[src/rtl/dcp_pkg.sv]
// Shared definitions for the DCP command blocks: command codes, ASCII
// constants, print-type encodings and the memory-dump state enum.
package dcp_pkg;

  localparam logic [7:0] DCP_CMD_D = 8'h44;
  localparam logic [7:0] DCP_CMD_I = 8'h49;

  localparam logic [7:0] ASCII_SEP = 8'h2D;
  localparam logic [7:0] ASCII_NL  = 8'h0A;

  localparam logic TYPE_CHAR = 1'b0;
  localparam logic TYPE_HEX  = 1'b1;

  typedef enum logic [3:0] {
    S_IDLE,
    S_ARG_A,
    S_ARG_N,
    S_FETCH,
    S_P_ADDR,
    S_P_SEP,
    S_P_DATA,
    S_P_NL,
    S_DONE
  } state_t;

endpackage

[src/rtl/dcp_hs_req.sv]
// Request holder for the scan/print handshakes: raises req while enabled and
// keeps it until the matching ack.
module dcp_hs_req (
  input  logic clk,
  input  logic rstn,
  input  logic en,
  input  logic ack,
  output logic req,
  output logic done
);

  // Handshake: a transfer completes on a cycle with req && ack; req then drops
  // for at least one cycle. An ack while req is low is ignored.
  assign done = req & ack;

  always_ff @(posedge clk or negedge rstn) begin
    if (!rstn) begin
      req <= 1'b0;
    end else if (!en || done) begin
      req <= 1'b0;
    end else begin
      req <= 1'b1;
    end
  end

endmodule

[src/rtl/dcp_mem_dump.sv]
// DCP 'D'/'I' command: scans an optional start address and word count, then
// prints "addr-data\n" for each word of data or instruction memory.
module dcp_mem_dump
  import dcp_pkg::*;
#(
  parameter int          ADDR_W     = 32,
  parameter int          DATA_W     = 32,
  parameter int          DUMP_WORDS = 8,
  parameter int          ADDR_STEP  = 1,
  parameter logic [7:0]  CMD_D      = DCP_CMD_D,
  parameter logic [7:0]  CMD_I      = DCP_CMD_I
) (
  input  logic              clk,
  input  logic              rstn,
  input  logic [7:0]        sel_mode,
  input  logic [31:0]       din_rx,
  input  logic              ack_rx,
  input  logic              flag_rx,
  input  logic              ack_tx,
  input  logic [DATA_W-1:0] dout_dm,
  input  logic [DATA_W-1:0] dout_im,
  output logic              req_rx,
  output logic              type_rx,
  output logic              req_tx,
  output logic              type_tx,
  output logic [31:0]       dout_tx,
  output logic [ADDR_W-1:0] addr,
  output logic              finish
);

  state_t            state, state_nxt;
  logic              tgt_im;
  logic              sel_d, sel_i, active, abort;
  logic              is_arg, is_print;
  logic              rx_en, tx_en, rx_done, tx_done;
  logic [ADDR_W-1:0] addr_q, addr_inc, next_d, next_i, saved;
  logic [7:0]        count;
  logic [DATA_W-1:0] data_q;
  logic              save_en;
  logic [ADDR_W-1:0] save_val;

  assign sel_d    = (sel_mode == CMD_D);
  assign sel_i    = (sel_mode == CMD_I);
  assign active   = tgt_im ? sel_i : sel_d;
  assign is_arg   = (state == S_ARG_A) || (state == S_ARG_N);
  assign is_print = (state == S_P_ADDR) || (state == S_P_SEP) ||
                    (state == S_P_DATA) || (state == S_P_NL);
  assign abort    = !active && (state != S_IDLE) && (state != S_DONE);
  assign rx_en    = is_arg & active;
  assign tx_en    = is_print & active;
  assign addr_inc = addr_q + ADDR_W'(ADDR_STEP);
  assign saved    = tgt_im ? next_i : next_d;
  assign addr     = addr_q;

  dcp_hs_req u_rx_req (
    .clk  (clk),
    .rstn (rstn),
    .en   (rx_en),
    .ack  (ack_rx),
    .req  (req_rx),
    .done (rx_done)
  );

  dcp_hs_req u_tx_req (
    .clk  (clk),
    .rstn (rstn),
    .en   (tx_en),
    .ack  (ack_tx),
    .req  (req_tx),
    .done (tx_done)
  );

  always_ff @(posedge clk or negedge rstn) begin
    if (!rstn) begin
      state <= S_IDLE;
    end else begin
      state <= state_nxt;
    end
  end

  always_comb begin
    state_nxt = state;
    if (abort) begin
      state_nxt = S_IDLE;
    end else begin
      case (state)
        S_IDLE:   if (sel_d || sel_i) state_nxt = S_ARG_A;
        S_ARG_A:  if (rx_done) state_nxt = flag_rx ? S_ARG_N : S_FETCH;
        S_ARG_N:  if (rx_done) state_nxt = S_FETCH;
        S_FETCH:  state_nxt = S_P_ADDR;
        S_P_ADDR: if (tx_done) state_nxt = S_P_SEP;
        S_P_SEP:  if (tx_done) state_nxt = S_P_DATA;
        S_P_DATA: if (tx_done) state_nxt = S_P_NL;
        S_P_NL:   if (tx_done) state_nxt = (count == 8'd1) ? S_DONE : S_FETCH;
        S_DONE:   if (!active) state_nxt = S_IDLE;
        default:  state_nxt = S_IDLE;
      endcase
    end
  end

  always_comb begin
    type_rx = is_arg;
    type_tx = TYPE_CHAR;
    dout_tx = '0;
    finish  = (state == S_DONE);
    case (state)
      S_P_ADDR: begin
        type_tx = TYPE_HEX;
        dout_tx = 32'(addr_q);
      end
      S_P_SEP:  dout_tx = 32'(ASCII_SEP);
      S_P_DATA: begin
        type_tx = TYPE_HEX;
        dout_tx = 32'(data_q);
      end
      S_P_NL:   dout_tx = 32'(ASCII_NL);
      default:  ;
    endcase
  end

  // An aborted dump resumes at the first word not yet fully printed.
  always_comb begin
    save_en  = 1'b0;
    save_val = addr_q;
    if (abort && state != S_ARG_A) begin
      save_en = 1'b1;
    end else if (state == S_P_NL && tx_done && count == 8'd1) begin
      save_en  = 1'b1;
      save_val = addr_inc;
    end
  end

  always_ff @(posedge clk or negedge rstn) begin
    if (!rstn) begin
      tgt_im <= 1'b0;
      addr_q <= '0;
      next_d <= '0;
      next_i <= '0;
      count  <= '0;
      data_q <= '0;
    end else begin
      if (state == S_IDLE && (sel_d || sel_i)) tgt_im <= !sel_d;
      if (save_en) begin
        if (tgt_im) next_i <= save_val;
        else        next_d <= save_val;
      end
      if (!abort) begin
        case (state)
          S_ARG_A: if (rx_done) begin
            if (flag_rx) begin
              addr_q <= ADDR_W'(din_rx);
            end else begin
              addr_q <= saved;
              count  <= 8'(DUMP_WORDS);
            end
          end
          S_ARG_N: if (rx_done) begin
            count <= (flag_rx && din_rx[7:0] != 8'd0) ? din_rx[7:0] : 8'(DUMP_WORDS);
          end
          S_FETCH: data_q <= tgt_im ? dout_im : dout_dm;
          S_P_NL: if (tx_done) begin
            addr_q <= addr_inc;
            count  <= count - 8'd1;
          end
          default: ;
        endcase
      end
    end
  end

endmodule

[config.mk]
export PLATFORM = sky130hd
export DESIGN_NAME = dcp_mem_dump
export DESIGN_NICKNAME = d
export VERILOG_FILES = /design/src/rtl/dcp_pkg.sv /design/src/rtl/dcp_hs_req.sv /design/src/rtl/dcp_mem_dump.sv
export SDC_FILE = /design/constraint.sdc
export NUM_CORES = 1
export LEC_CHECK = 0
export ABC_AREA = 1
export BUFFER_PORTS_ARGS = -buffer_cell sky130_fd_sc_hd__buf_2
export CORE_MARGIN = 8
export CORE_UTILIZATION = 55
export DETAILED_ROUTE_END_ITERATION = 8
export PLACE_DENSITY = 0.8
export SYNTH_ARGS = -nofsm -noshare
export SYNTH_HDL_FRONTEND = slang
export SYNTH_HIERARCHICAL = 1
export SYNTH_SLANG_ARGS = --single-unit
[constraint.sdc]
create_clock -name clk -period 3.3 [get_ports clk]
set_clock_uncertainty 0.1 [all_clocks]
set_input_delay 0.33 -clock clk [delete_from_list [all_inputs] [get_ports clk]]
set_output_delay 0.33 -clock clk [all_outputs]
set_load 0.01 [all_outputs]
# --- Word level (Yosys, flattened, before mapping) ---
# Index checks and enable logic that the tools add are counted.
totals:
  regBits: 143
  elab_cells: 105
classes:
  add_sub_neg: 2
  eq_ne: 25
  muxes: 33
  bitwise: 6
  n_reduce_logical: 30
op_table:
  columns: ["cell", "n"]
  rows:
  - ["$mux W32", 7]
  - ["$pmux W32 S4", 1]
  - ["$pmux W32 S2", 1]
  - ["$mux W4", 10]
  - ["$mux W8", 5]
  - ["$pmux W4 S9", 1]
  - ["$add A32 B1 Y32 const B", 1]
  - ["$pmux W8 S3", 1]
  - ["$eq A4 B3 Y1 const B", 4]
  - ["$eq A8 B7 Y1 const B", 2]
  - ["$ne A3 B3 Y1 const B", 5]
  - ["$ne A3 B2 Y1 const B", 3]
  - ["$eq A4 B2 Y1 const B", 2]
  - ["$eq A8 B1 Y1 const B", 1]
  - ["$reduce_and A8 Y1", 1]
  - ["$reduce_bool A8 Y1", 1]
  - ["$sub A8 B1 Y8 const B", 1]
  - ["$logic_and A1 B1 Y1", 7]
  - ["$logic_or A1 B1 Y1", 7]
  - ["$mux W1", 7]
  - ["$reduce_and A2 Y1", 3]
  - ["$reduce_and A6 Y1", 1]
  - ["$and A1 B1 Y1", 4]
  - ["$eq A4 B1 Y1 const B", 1]
  - ["13 further kinds", 19]

# --- Depth between registers and ports, before layout ---
depth:
  ltp_word: 8
  mapped_depth: 14
  ltp_nobuf: 13

# --- Hierarchy ---
# Netlist, hierarchy kept.
modules_own_cells:
  columns: ["module", "n_inst", "cells_each", "area_per_inst_um2", "seq_area_each_um2"]
  rows:
  - ["dcp_mem_dump", 1, 1363, 8977.4, 3528.4]
  - ["dcp_hs_req", 2, 5, 45.0, 25.0]

# --- Least setup slack after synthesis ---
# No wires, ideal clock.
synth_timing:
  path_kind: "register to output"
  start: "register state[0]"
  end: "output dout_tx[11]"
  t_arrival_ns: 1.540
  required_ns: 2.870
  slack_ns: 1.330
  path_stages_with_launch: 7
  path_buffers: 1
  path_cell_list: "dfrtp_1 nor2_1 inv_1 nor2_1 inv_1 clkbuf_1 o21ai_0"
synth_via:
  elab_chain_len: 2
  word_cells_on_any_way: 5
  cone_classes: "eq/ne: 4; mux: 1"
synth_lines:
  columns: ["element", "line", "text"]
  rows:
  - ["start, declared", "dcp_mem_dump.sv:31", "state_t state, state_nxt;"]
  - ["start signal, assigned", "dcp_mem_dump.sv:77", "state <= state_nxt;"]
  - ["$eq A4 B3 Y1", "dcp_mem_dump.sv:106", "case (state)"]
  - ["$pmux W32 S4 *", "dcp_mem_dump.sv:106", null]
  - ["end, declared", "dcp_mem_dump.sv:26", "output logic [31:0] dout_tx,"]
# Every way passes the cells marked *; elsewhere a longest branch is shown, timed or not.

# --- Worst setup path after layout ---
layout_timing:
  start: "register state[0]"
  end: "output dout_tx[7]"
# The elaborated chain is that of the path after synthesis.

==> results.json <==
{
  "die-area_sq_um": 20900,
  "grt_max_degree": 71,
  "async_flop_share_pct": 100,
  "p_total_uw": 8570,
  "setup-tns-final_ps": 0,
  "netlist_area_sq_um": 9070,
  "maxSlewViolCount": 0,
  "synthCells": 1373,
  "ys_seq_area_share_pct": 39.5,
  "cp_slowest_cell": "dfrtp_1",
  "post_drt_via_cell_ratio": 5.68,
  "crit_type": "flip-flop to output port",
  "fin_crit_ps": 2840,
  "crit_path_end_kind": "output port",
  "totalWireLength_mm": 31.3,
  "die_w_um": 144,
  "clock_sinks": 143,
  "grt_pass1_wl_mm": 49.5,
  "fmax_mhz": 352,
  "syn_area_per_cell_sq_um": 6.60,
  "cts_buffer_depth": 2,
  "grt_usage_pct": 30.8,
  "vias": 9991,
  "worst_pin_slew_ps": 723,
  "synth_area_leader_cell": "dfrtp_1",
  "first_pass_iters": 6,
  "synthTopCellsByCount": "nand2_1 (586), nor2_1 (192), dfrtp_1 (143)",
  "path_buf_inv": 4,
  "cpPeakStageDelay_ps": 460,
  "powerDensity_nw_per_um2": 803,
  "status": "finished, final reports clean",
  "hold_viol": 0,
  "hpwl_mm": 22.0,
  "gp_congestion": 1.01,
  "antenna_found_initial": 1,
  "path_clk_slew_ps": 70,
  "timing.final.crit_share_pct": 86.2,
  "drive_above_1_share_pct": 17.4,
  "yosysMostFrequentCell": "nand2_1",
  "crit_fanout": 28,
  "core_sq_um": 16300,
  "cts_root_buf": "clkbuf_16",
  "drc": 0,
  "p_leak_uw": 0.00559,
  "grt_pass1_vias": 9719,
  "rsz0062_at_grt": "no",
  "diodes": 0,
  "synthTopCellsByArea": "dfrtp_1 (39%), nand2_1 (24%), nor2_1 (7.9%)",
  "cap_violations": 0,
  "syn_nets": 1485,
  "start_kind": "flip-flop",
  "grt_overflow": 0,
  "syn_to_final_growth_pct": 17.6,
  "synth_flop_cell": "dfrtp_1",
  "io_buffers": 177,
  "cp_data_arrival_time_ps": 2410,
  "rows": 47,
  "cp_data_required_time_ps": 2870,
  "io_pins": 178,
  "yosys.area.top_type_share_pct": 39.5,
  "worstSkewPairLatency_ps": 440,
  "htree_levels": 4,
  "wire_per_inst_um": 17.8,
  "die_y_um": 144,
  "yosysUniqueCellTypes": 40,
  "slew_headroom_pct": 51.7,
  "max-vdd-ir-drop_mv": 0.437,
  "path_cells": "nor2_1 > inv_1 > nor2_1 > buf_4 > inv_1 > o21ai_0 > buf_2",
  "ant_nets": 0,
  "start_util_pct": 55.5,
  "cts_buffers": 17,
  "crit_family": "buffers and inverters",
  "fin_nets": 1638,
  "yosys_warnings": 6,
  "synth_edf_count": 0,
  "hold_class": "primary input to flip-flop",
  "ys_seq_elements": 143,
  "setup_viol": 0,
  "drtIter0Drc": 1316,
  "cts_tree": "done"
}
per-layer routing:
layer | part of all wire [%] | global-route usage [%] | vias up
met2 | 44 | 47.1 | 654
met5 | 0.038 | 0 | -
met3 | 12 | 8.15 | 98
met1 | 41 | 40.1 | 4538
li1 | - | - | 4699
met4 | 3.4 | 13.9 | 2
power breakdown:
group / switching [uW] / internal, uW
Sequential: 735 / 2440
Combinational: 2290 / 1100
Clock: 793 / 1210
Total: 3820 / 4750
worst register-to-register path, stage by stage, from the launching register on:
cell and delay (ps):
dfrtp_2 770, inv_2 120, nand3_1 150, nand4_4 310, nand2_4 210, nand2_4 60
inv_2 540, nand2_1 180, nand2_1 100
cell usage in the layout, fill, tap and decap left out, types with 10 or more instances in the layout:
cell / instances
nand2_1: 586
nor2_1: 192
buf_2: 176
dfrtp_1: 142
nand3_1: 86
o21ai_0: 69
inv_1: 66
o31ai_1: 33
o21ai_1: 24
buf_4: 23
o311ai_0: 17
clkbuf_16: 17
a21oi_1: 11
inv_2: 10
what timing repair did:
item / in CTS / in global routing
setup endpoints to repair: 0 / 0
resized for setup: 0 / 0
buffers inserted: 0 / 0
hold buffers: 3 / 0
endpoints found under the hold margin: 69 / 0
final timing paths:
path                                        startpoint                      to  slack (ps)  cells after the start
worst max-delay path              state[0]$_DFFE_PN0P_              dout_tx[7]         460                      7
worst min-delay path                       dout_dm[25]  data_q[25]$_DFFE_PN0P_          70                      3
min in group asynchronous                         rstn   data_q[5]$_DFFE_PN0P_         370                      2
worst max register to register      tgt_im$_DFFE_PN0P_  next_d[20]$_DFFE_PN0P_         690                      8
worst min register to register  next_i[12]$_DFFE_PN0P_  next_i[12]$_DFFE_PN0P_         380                      2
max in group asynchronous                         rstn  next_d[29]$_DFFE_PN0P_        1800                      3
area by class of cell:
| class | count | area [sq um] |
|---|---|---|
| inverters | 76 | 285 |
| multi-input cells | 1085 | 4830 |
| flip-flops and latches | 143 | 3580 |
| clock buffers | 19 | 443 |
| well taps | 220 | 275 |
| clock inverters | 12 | 161 |
| repair buffers | 203 | 1090 |
| fillers | 1494 | 5680 |
logic make-up (layout without fill, tap and decap cells):
kind of cell / Yosys count / in the layout / share of synthesized area [%]
simple gates: 895 / 895 / 39.7
compound gates: 177 / 177 / 12.1
buf+inv: 145 / 310 / 7.35
flops: 143 / 143 / 39.5
xor+xnor: 10 / 10 / 0.966
fa+ha+maj: 3 / 3 / 0.414
sequential cells by signal (all words and copies together), names as in the netlist:
signal	flops
data_q	32
u_rx_req/req	1
addr	32
state	4
u_tx_req/req	1
next_i	32
next_d	32
tgt_im	1
count	8
through the flow:
stage / hold slack [ps] / utilization [%] / instances / area, sq um / setup WS (ps)
global route: 84.0 / 65.2 / 1758 / 10700 / 276
finish: 70.0 / 65.2 / 1758 / 10700 / 455
floorplan: -65.6 / - / 1373 / 9070 / 1330
detailed placement: 283 / 61.4 / 1724 / 10000 / 792
global placement: 281 / 61.4 / 1724 / 10000 / 897
CTS: 69.4 / 65.2 / 1758 / 10700 / 483
No activity file was read; power rests on OpenSTA's default activity.
